<file path="src/rtl/led_pkg.sv">
// Shared font table, scan FSM states and width helper for the LED scanner.
package led_pkg;

   localparam logic [6:0] SEG_OFF = 7'b111_1111;

   // Hex font, segments {A,B,C,D,E,F,G}, active-low.
   localparam logic [6:0] FONT_0 = 7'b000_0001;
   localparam logic [6:0] FONT_1 = 7'b100_1111;
   localparam logic [6:0] FONT_2 = 7'b001_0010;
   localparam logic [6:0] FONT_3 = 7'b000_0110;
   localparam logic [6:0] FONT_4 = 7'b100_1100;
   localparam logic [6:0] FONT_5 = 7'b010_0100;
   localparam logic [6:0] FONT_6 = 7'b010_0000;
   localparam logic [6:0] FONT_7 = 7'b000_1111;
   localparam logic [6:0] FONT_8 = 7'b000_0000;
   localparam logic [6:0] FONT_9 = 7'b000_0100;
   localparam logic [6:0] FONT_A = 7'b000_1000;
   localparam logic [6:0] FONT_B = 7'b110_0000;
   localparam logic [6:0] FONT_C = 7'b011_0001;
   localparam logic [6:0] FONT_D = 7'b100_0010;
   localparam logic [6:0] FONT_E = 7'b011_0000;
   localparam logic [6:0] FONT_F = 7'b011_1000;

   typedef enum logic {
      BLANK = 1'b0,
      DRIVE = 1'b1
   } scan_state_e;

   // Ceiling log2 for elaboration-time width calculation.
   function automatic int unsigned clog2(input int unsigned v);
      int unsigned r;
      r = 0;
      while ((32'd1 << r) < v) r = r + 1;
      return r;
   endfunction

endpackage

</file>
<file path="src/rtl/multi_digit_led_scanner_seg_font.sv">
// Combinational hex nibble to active-low 7-segment pattern.
module seg_font
   import led_pkg::*;
(
   input  logic [3:0] nib_i,
   output logic [6:0] seg_o
);

   // Font lookup.
   always_comb begin
      seg_o = SEG_OFF;
      case (nib_i)
         4'h0: seg_o = FONT_0;
         4'h1: seg_o = FONT_1;
         4'h2: seg_o = FONT_2;
         4'h3: seg_o = FONT_3;
         4'h4: seg_o = FONT_4;
         4'h5: seg_o = FONT_5;
         4'h6: seg_o = FONT_6;
         4'h7: seg_o = FONT_7;
         4'h8: seg_o = FONT_8;
         4'h9: seg_o = FONT_9;
         4'hA: seg_o = FONT_A;
         4'hB: seg_o = FONT_B;
         4'hC: seg_o = FONT_C;
         4'hD: seg_o = FONT_D;
         4'hE: seg_o = FONT_E;
         4'hF: seg_o = FONT_F;
         default: seg_o = SEG_OFF;
      endcase
   end

endmodule

</file>
<file path="src/rtl/multi_digit_led_scanner.sv">
// Time-multiplexed common-anode 7-segment scanner with dead-time,
// leading-zero blanking and frame-synchronous double buffering.
module multi_digit_led_scanner
   import led_pkg::*;
#(
   parameter int unsigned DIGITS       = 4,
   parameter int unsigned SLOT_CYCLES  = 16,
   parameter int unsigned BLANK_CYCLES = 2
) (
   input  logic                  clk,
   input  logic                  reset,
   input  logic [4*DIGITS-1:0]   data,
   input  logic [DIGITS-1:0]     dp,
   input  logic [DIGITS-1:0]     digit_en,
   input  logic                  lzb,
   input  logic                  load,
   output logic [DIGITS-1:0]     an,
   output logic [6:0]            LED,
   output logic                  dp_out,
   output logic                  frame_done
);

   localparam int unsigned CW = clog2(SLOT_CYCLES);
   localparam int unsigned IW = (DIGITS > 1) ? clog2(DIGITS) : 1;
   localparam int unsigned DW = 4 * DIGITS;

   // Reject illegal configurations at elaboration.
   if (DIGITS < 1 || DIGITS > 8) begin : g_bad_digits
      $fatal(1, "DIGITS must be in 1..8");
   end
   if (SLOT_CYCLES < 2) begin : g_bad_slot
      $fatal(1, "SLOT_CYCLES must be >= 2");
   end
   if (BLANK_CYCLES >= SLOT_CYCLES) begin : g_bad_blank
      $fatal(1, "BLANK_CYCLES must be < SLOT_CYCLES");
   end

   logic [CW-1:0]     cnt_q, cnt_d;
   logic [IW-1:0]     idx_q, idx_d;
   scan_state_e       state_q, state_d;
   logic [DW-1:0]     shadow_q, shadow_d, pend_q, pend_d;
   logic [DIGITS-1:0] shadow_dp_q, shadow_dp_d, pend_dp_q, pend_dp_d;
   logic              pend_flag_q, pend_flag_d;
   logic [DIGITS-1:0] an_q, an_d;
   logic [6:0]        led_q, led_d;
   logic              dp_out_q, dp_out_d;
   logic              frame_done_q, frame_done_d;

   logic              wrap_c, frame_end_c, in_blank_c, zero_run, visible_c;
   logic [DIGITS-1:0] lz_c, sel_an_c;
   logic [3:0]        sel_nib_c;
   logic              sel_dp_c, sel_en_c, sel_lz_c;
   logic [6:0]        font_seg_c;

   // Slot counter and digit index advance.
   always_comb begin
      wrap_c      = (cnt_q == CW'(SLOT_CYCLES - 1));
      cnt_d       = wrap_c ? '0 : cnt_q + CW'(1);
      idx_d       = idx_q;
      if (wrap_c) idx_d = (idx_q == '0) ? IW'(DIGITS - 1) : idx_q - IW'(1);
      frame_end_c = wrap_c && (idx_q == '0);
   end

   // Dead-time window at the start of each slot.
   if (BLANK_CYCLES == 0) begin : g_no_blank
      assign in_blank_c = 1'b0;
   end else begin : g_blank
      assign in_blank_c = (cnt_d < CW'(BLANK_CYCLES));
   end

   // Scan phase transitions.
   always_comb begin
      state_d = state_q;
      case (state_q)
         BLANK:   if (!in_blank_c) state_d = DRIVE;
         DRIVE:   if (in_blank_c)  state_d = BLANK;
         default: state_d = BLANK;
      endcase
   end

   // Pending capture and frame-boundary shadow transfer.
   always_comb begin
      pend_d      = pend_q;
      pend_dp_d   = pend_dp_q;
      pend_flag_d = pend_flag_q;
      shadow_d    = shadow_q;
      shadow_dp_d = shadow_dp_q;
      if (load) begin
         pend_d      = data;
         pend_dp_d   = dp;
         pend_flag_d = 1'b1;
      end
      if (frame_end_c) begin
         if (load) begin
            shadow_d    = data;
            shadow_dp_d = dp;
         end else if (pend_flag_q) begin
            shadow_d    = pend_q;
            shadow_dp_d = pend_dp_q;
         end
         pend_flag_d = 1'b0;
      end
   end

   // Leading-zero mask: digit i is blankable if nibbles DIGITS-1..i are zero.
   always_comb begin
      zero_run = 1'b1;
      lz_c     = '0;
      for (int i = DIGITS - 1; i >= 0; i--) begin
         zero_run = zero_run & (shadow_d[4*i +: 4] == 4'h0);
         lz_c[i]  = zero_run & (i != 0);
      end
   end

   // Per-digit selection for the upcoming cycle.
   always_comb begin
      sel_nib_c = '0;
      sel_dp_c  = 1'b0;
      sel_en_c  = 1'b0;
      sel_lz_c  = 1'b0;
      sel_an_c  = '1;
      for (int i = 0; i < DIGITS; i++) begin
         if (idx_d == IW'(i)) begin
            sel_nib_c   = shadow_d[4*i +: 4];
            sel_dp_c    = shadow_dp_d[i];
            sel_en_c    = digit_en[i];
            sel_lz_c    = lz_c[i];
            sel_an_c[i] = 1'b0;
         end
      end
   end

   seg_font u_font (
      .nib_i (sel_nib_c),
      .seg_o (font_seg_c)
   );

   // Next registered display outputs.
   always_comb begin
      visible_c    = sel_en_c & ~(lzb & sel_lz_c);
      an_d         = '1;
      led_d        = SEG_OFF;
      dp_out_d     = 1'b1;
      if (state_d == DRIVE && visible_c) begin
         an_d     = sel_an_c;
         led_d    = font_seg_c;
         dp_out_d = ~sel_dp_c;
      end
      frame_done_d = (cnt_d == CW'(SLOT_CYCLES - 1)) && (idx_d == '0);
   end

   // All state and output registers.
   always_ff @(posedge clk or negedge reset) begin
      if (!reset) begin
         cnt_q        <= '0;
         idx_q        <= IW'(DIGITS - 1);
         state_q      <= BLANK;
         shadow_q     <= '0;
         shadow_dp_q  <= '0;
         pend_q       <= '0;
         pend_dp_q    <= '0;
         pend_flag_q  <= 1'b0;
         an_q         <= '1;
         led_q        <= SEG_OFF;
         dp_out_q     <= 1'b1;
         frame_done_q <= 1'b0;
      end else begin
         cnt_q        <= cnt_d;
         idx_q        <= idx_d;
         state_q      <= state_d;
         shadow_q     <= shadow_d;
         shadow_dp_q  <= shadow_dp_d;
         pend_q       <= pend_d;
         pend_dp_q    <= pend_dp_d;
         pend_flag_q  <= pend_flag_d;
         an_q         <= an_d;
         led_q        <= led_d;
         dp_out_q     <= dp_out_d;
         frame_done_q <= frame_done_d;
      end
   end

   assign an         = an_q;
   assign LED        = led_q;
   assign dp_out     = dp_out_q;
   assign frame_done = frame_done_q;

endmodule

</file>
<file path="config.mk">
export PLATFORM = sky130hd
export DESIGN_NAME = multi_digit_led_scanner
export DESIGN_NICKNAME = d
export VERILOG_FILES = /design/src/rtl/led_pkg.sv /design/src/rtl/multi_digit_led_scanner_seg_font.sv /design/src/rtl/multi_digit_led_scanner.sv
export SDC_FILE = /design/constraint.sdc
export NUM_CORES = 1
export LEC_CHECK = 0
export ABC_AREA = 1
export ABC_CLOCK_PERIOD_IN_PS = 3800
export CORE_MARGIN = 4
export CORE_UTILIZATION = 30
export DETAILED_ROUTE_END_ITERATION = 8
export GPL_ROUTABILITY_DRIVEN = 0
export PLACE_DENSITY = 0.49
export SLEW_MARGIN = 20
export SYNTH_ARGS = -nofsm -noshare
export SYNTH_HDL_FRONTEND = slang
export SYNTH_SLANG_ARGS = --single-unit
</file>
<file path="constraint.sdc">
create_clock -name clk -period 3.8 [get_ports clk]
set_input_delay 1.14 -clock clk [delete_from_list [all_inputs] [get_ports clk]]
set_output_delay 1.14 -clock clk [all_outputs]
set_load 0.02 [all_outputs]
</file>
## Word level (Yosys, flattened, before mapping)

Memory sizes are Yosys's and may differ from the RTL's.
Index checks and enable logic that the tools add are counted.

| word-level totals | value |
|---|---|
| flip-flop bits (word level) | 60 |
| bits in read-only memories | 112 |
| output and inout port bits | 13 |
| memories | 1 |

Memory list:

| name | depth | bits a word | rd ports | clocked after Yosys merged registers in | write ports | line | text |
|---|---|---|---|---|---|---|---|
| (no name shown) | 16 | 7 | 1 | 0 | 0 | multi_digit_led_scanner_seg_font.sv:12 | `case (nib_i)` |

| cells by class | value |
|---|---|
| add/sub/neg operators | 2 |
| $lt $le $gt $ge | 1 |
| equality and inequality tests | 5 |
| mux-type cells | 34 |
| bitwise operators | 6 |
| reductions and logical operators | 9 |

Operators with widths:

| operator | number |
|---|---|
| 2-to-1 mux 16 bit | 3 |
| 2-to-1 mux 4 bit | 9 |
| 2-to-1 mux 1 bit | 19 |
| zero test 4 bit | 3 |
| == test 4 bit (second input constant) | 2 |
| 2-to-1 mux 7 bit | 1 |
| adder 4 x 1 -> 4 bit (second input constant) | 1 |
| AND 1 bit | 4 |
| == test 2 bit (second input constant) | 2 |
| zero test 2 bit | 2 |
| less-than comparator 4 x 2 -> 1 bit (second input constant) | 1 |
| 2-to-1 mux 2 bit | 2 |
| logical AND 1 bit | 3 |
| == test 2 x 1 -> 1 bit (second input constant) | 1 |
| inverter 1 bit | 2 |
| nonzero test 2 bit | 1 |
| subtractor 2 x 1 -> 2 bit (second input constant) | 1 |

## Depth between registers and ports, before layout

| logic depth | value |
|---|---|
| depth in word-level cells | 14 |
| mapped depth | 17 |
| gate-level depth less buffers | 16 |

## Cells and area by module

From an unflattened synthesis, not the netlist that was laid out.

| unflattened totals | value |
|---|---|
| cells, all modules | 353 |
| area, all modules | 2,922.8 µm² |

Modules (own cells, without submodules):

| module | times used | cells each | area an instance (µm²) |
|---|---|---|---|
| multi_digit_led_scanner | 1 | 304 | 2,648.8 |
| seg_font | 1 | 49 | 274.0 |

## Worst setup path before layout

OpenSTA, ideal clock, no wires.

| timing path | value |
|---|---|
| path type | input-to-reg |
| from | in load |
| to | reg led_q[3], in the netlist LED[3] |
| data arrival time | 2.510 ns |
| data required time | 3.739 ns |
| setup slack | 1.228 ns |
| stages on the path | 16 |
| path buffers | 2 |
| path through | inv_2 buf_6 buf_6 nand2_1 nand2_1 nand2_1 nand2_1 nand2_1 nand2_1 nand2_1 inv_1 nor2_1 ha_1 nand2_1 nand3_1 nand3_2 |

| between the ends | value |
|---|---|
| cells in the longest elaborated chain, start to end | 13 |
| elaborated cells on any way between the ends | 20 |
| those cells by class | mux (10); bitwise (5); reduce/logical (4); memory (1) |

RTL lines:

| item | line | text |
|---|---|---|
| start, declared | multi_digit_led_scanner.sv:16 | `input logic load,` |
| 2-to-1 mux 16 bit * | multi_digit_led_scanner.sv:94 | `if (load) begin` |
| 2-to-1 mux 16 bit * | multi_digit_led_scanner.sv:93 | `if (frame_end_c) begin` |
| named net shadow_d[12] | multi_digit_led_scanner.sv:41 | `logic [DW-1:0] shadow_q, shadow_d, pend_q, pend_d;` |
| zero test 4 bit | multi_digit_led_scanner.sv:110 | `zero_run = zero_run & (shadow_d[4*i +: 4] == 4'h0);` |
| AND 1 bit (2 in a row) | multi_digit_led_scanner.sv:110 |  |
| 2-to-1 mux 1 bit (3 in a row) | multi_digit_led_scanner.sv:123 | `if (idx_d == IW'(i)) begin` |
| AND 1 bit | multi_digit_led_scanner.sv:140 | `visible_c = sel_en_c & ~(lzb & sel_lz_c);` |
| inverter 1 bit | multi_digit_led_scanner.sv:140 |  |
| AND 1 bit | multi_digit_led_scanner.sv:140 |  |
| logical AND 1 bit | multi_digit_led_scanner.sv:144 | `if (state_d == DRIVE && visible_c) begin` |
| 2-to-1 mux 7 bit * | multi_digit_led_scanner.sv:144 |  |
| named net led_d[3] | multi_digit_led_scanner.sv:45 | `logic [6:0] led_q, led_d;` |
| end signal, assigned | multi_digit_led_scanner.sv:177 | `led_q <= led_d;` |
| end, declared | multi_digit_led_scanner.sv:45 |  |

The timed path passes the listed nets; every way through them passes the cells marked *.
A chain may end at the register's enable or synchronous reset.

## Final worst setup path

Same ends and word-level chain as after synthesis.

==> results.txt <==
The tools report the reg-to-reg endpoint as LED[3]. Hold path startpoint: pend_dp_q[0]. Counting every net in the synthesized netlist gives 409. The pin count of the biggest net entering global routing is 41.

The number of hold violations in the final report was 0. The tools report the unique cell type count in the Yosys netlist as 31. The startpoint identified for the worst register-to-register timing path is idx_q[0].

The top cell type's share of synthesized area works out to 0.367. The average wire length per cell after detail routing is 12.6 µm. The transition time of the tightest slew-check pin was 0.521 ns.

After clock tree synthesis, the clock-pin slew on the worst setup and hold paths is 0.08 ns. The number of setup violations in the final report came out at 0. The most used flip-flop cell after synthesis is sky130_fd_sc_hd__dfrtp_1. The number of buffers on the longest clock path was 2. Clock tree synthesis selected as its root buffer the cell sky130_fd_sc_hd__clkbuf_8. In the layout the commonest cells are sky130_fd_sc_hd__nand2_1 (144), sky130_fd_sc_hd__dfrtp_1 (46), sky130_fd_sc_hd__clkdlybuf4s50_1 (39). The per-instance average area after synthesis is 8.41 µm². For the number of DRC markers after the initial detailed-route iteration, the log shows 90.

The first detailed-routing pass ran for 4 iterations. The Yosys step of the flow raised 0 warnings. The worst setup path is captured at a flip-flop. The relative slew slack is 0.653. The total congestion overflow after global routing is 0, and the share of async-settable or async-resettable flops after synthesis is 1.00.

Remaining routing DRC violations: 0. The logs give 1.25 ns for the worst setup slack for register-to-register paths and 0 for the antenna diode instance count. The post-route fraction of the period consumed by the critical path works out to 0.797.

The post-synthesis register bit count was 60; the total wire length after detailed routing was 7.09 mm. The floorplan has 37 rows. The number of clock buffers inserted by TritonCTS was 9; the worst path arrival time was 3.31 ns. Path type of the worst setup path: input pin to flip-flop. The wire-length estimate of the detail-placed layout is 5.17 mm. The run gives 41 as the number of top-level design ports. The number of max-slew violations in the final report was 0. By area the synthesized netlist is led by sky130_fd_sc_hd__dfrtp_1 (37%), sky130_fd_sc_hd__nand2_1 (17%), sky130_fd_sc_hd__dfstp_2 (12%). The final layout contains 457 nets.

For this block, the via count after detailed routing is 2,422. The initial core utilization was 0.307. The H-tree depth was 3. The leakage component of the power came out at 1.96 nW. STA classifies the critical path startpoint as an input pin. The share of synthesized area occupied by flip-flops and latches was 0.484; the post-CTS setup repair buffer count was 0.

The initial antenna violation count is 0, and the horizontal extent of the die is 110 µm. TritonCTS built the clock tree. The all-layer global routing usage was 0.126; the area added between synthesis and finish was 24.9%. The logs give 10,200 µm² for the area of the core and 373 for the instance count of the mapped netlist.

Via count normalized by instance count: 4.31. sky130_fd_sc_hd__dfrtp_1 takes more of the synthesized area than any other cell. The max-capacitance violation count came out at 0. Number of routed nets with antenna violations: 0.

The largest vdd supply drop came out at 143 µV. Once placement finished, the instance area stood at 3670 µm². The die is 110 µm tall.

The maximum achievable frequency was 0.330 GHz. The tools report the post-route clock skew as 0.00946 ns. The share of final-layout standard cells stronger than drive strength 1 works out to 0.197. After synthesis the cells add up to 3140 µm².

Clock latency on the worst-skew pair, taken at its later pin, is 0.34 ns. Of all nets on the critical path, the largest fanout is 16. Most common library cell in the layout ignoring fill and taps: sky130_fd_sc_hd__nand2_1. The synthesized design contains 0 enable-type register cells.

For the worst flop-to-flop path, the logic depth is 15. The number of buffers added on ports came out at 40. End point of the worst hold path: pend_dp_q[0]. The run gives 0 as the number of hold buffers added after cts. The class of the worst hold path was flip-flop to flip-flop. The run gives 4.08 ns as the endpoint required time on the critical path. The logs give 60 for the number of clock sinks and 3920 µm² for the post-route cell area. The die outline area was 12,200 µm².

The first global-routing pass estimated 11.6 mm of wire. Setup repair after global routing left no endpoint under its margin. The flow ran to the end, and the final reports show no timing, DRC or antenna violations. The power density over the cells was 404 nW/µm².

The worst hold path was traced through 2 stages. The final sum of negative setup slack was 0 ns; the total power of the final layout was 1.58 mW. The run gives 2,322 as the via count of the first global-routing pass. Number of instances resized during post-cts repair: 0. Counting I/O delays and the setup requirement, the final critical path takes 3.03 ns.
==> how the worst max path moves through the flow <==
stage / from / to / slack [ns] / depth (start not counted)
floorplan: load / LED[3] / 1.23 / 16
global placement: load / LED[3] / 0.47 / 16
detailed placement: load / LED[2] / 0.44 / 13
CTS: load / LED[3] / 0.78 / 14
global route: load / LED[3] / 0.54 / 14
finish: load / LED[3] / 0.77 / 14
==> metal layers <==
layer | part of all wire | global-route usage
met5 | 0 | 0
met2 | 0.44 | 0.188
met3 | 0.040 | 0.0291
met4 | 0.013 | 0.0449
met1 | 0.50 | 0.179
==> worst max-delay path: stages <==
cell,delay (ns)
sky130_fd_sc_hd__clkdlybuf4s50_1,0.49
sky130_fd_sc_hd__inv_2,0.05
sky130_fd_sc_hd__nand2_2,0.08
sky130_fd_sc_hd__nand3_2,0.30
sky130_fd_sc_hd__nand2_1,0.15
sky130_fd_sc_hd__nand2_1,0.10
sky130_fd_sc_hd__nand2_1,0.09
sky130_fd_sc_hd__nand3_1,0.08
sky130_fd_sc_hd__nor2_1,0.20
sky130_fd_sc_hd__ha_1,0.27
sky130_fd_sc_hd__inv_1,0.09
sky130_fd_sc_hd__nand3_1,0.09
sky130_fd_sc_hd__nand3_1,0.09
sky130_fd_sc_hd__nand3_2,0.08
==> Yosys cell counts (2+ instances only) <==
| cell | instances |
|---|---|
| sky130_fd_sc_hd__nand2_2 | 20 |
| sky130_fd_sc_hd__buf_2 | 3 |
| sky130_fd_sc_hd__ha_1 | 8 |
| sky130_fd_sc_hd__o21a_1 | 2 |
| sky130_fd_sc_hd__nand3_1 | 32 |
| sky130_fd_sc_hd__buf_6 | 5 |
| sky130_fd_sc_hd__nor2_8 | 2 |
| sky130_fd_sc_hd__inv_2 | 4 |
| sky130_fd_sc_hd__nor2_1 | 21 |
| sky130_fd_sc_hd__inv_1 | 34 |
| sky130_fd_sc_hd__nand2_1 | 144 |
| sky130_fd_sc_hd__nand2_4 | 2 |
| sky130_fd_sc_hd__nor2_4 | 5 |
| sky130_fd_sc_hd__nand3_2 | 8 |
| sky130_fd_sc_hd__dfrtp_1 | 46 |
| sky130_fd_sc_hd__nand4_1 | 3 |
| sky130_fd_sc_hd__o21ai_1 | 2 |
| sky130_fd_sc_hd__nand3_4 | 2 |
| sky130_fd_sc_hd__a21oi_1 | 2 |
| sky130_fd_sc_hd__dfstp_2 | 14 |
| sky130_fd_sc_hd__o21ai_0 | 4 |
==> power by group <==
| group | switching, mW | total, mW | internal [mW] | leakage [nW] |
|---|---|---|---|---|
| logic | 0.111 | 0.184 | 0.0730 | 1.14 |
| clock network | 0.271 | 0.711 | 0.440 | 0.120 |
| registers | 0.00969 | 0.687 | 0.678 | 0.703 |
| total | 0.391 | 1.58 | 1.19 | 1.96 |
==> sequential cells by signal, summed over array words and instances (netlist names) <==
name and count:
pend_q 16, shadow_q 16, idx_q 2, LED 7, shadow_dp_q 4, cnt_q 4, dp_out 1, frame_done 1
pend_flag_q 1, an 4, pend_dp_q 4
==> cells by family after synthesis <==
family | Yosys count | share of synthesized area
flops | 60 | 0.484
compound gates | 14 | 0.0303
fa+ha+maj | 8 | 0.0319
simple gates | 243 | 0.382
buf+inv | 48 | 0.0714
==> final cells by class <==
cell class | count | area, µm²
Timing Repair Buffer | 45 | 433
Sequential cell | 60 | 1520
Tap cell | 136 | 170
Clock buffer | 9 | 124
Clock inverter | 7 | 124
Fill cell | 1055 | 6310
Multi-Input combinational cell | 265 | 1390
Inverter | 40 | 153
==> through the flow <==
step / setup WS, ns / hold WS [ns] / instances / utilization
2_1_floorplan: 1.23 / 0.433 / 373 / -
3_3_place_gp: 0.469 / 0.455 / 546 / 0.359
3_5_place_dp: 0.437 / 0.457 / 546 / 0.359
4_1_cts: 0.778 / 0.475 / 562 / 0.383
5_1_grt: 0.542 / 0.493 / 562 / 0.383
6_report: 0.770 / 0.471 / 562 / 0.383
No activity file was read; power rests on OpenSTA's default activity.
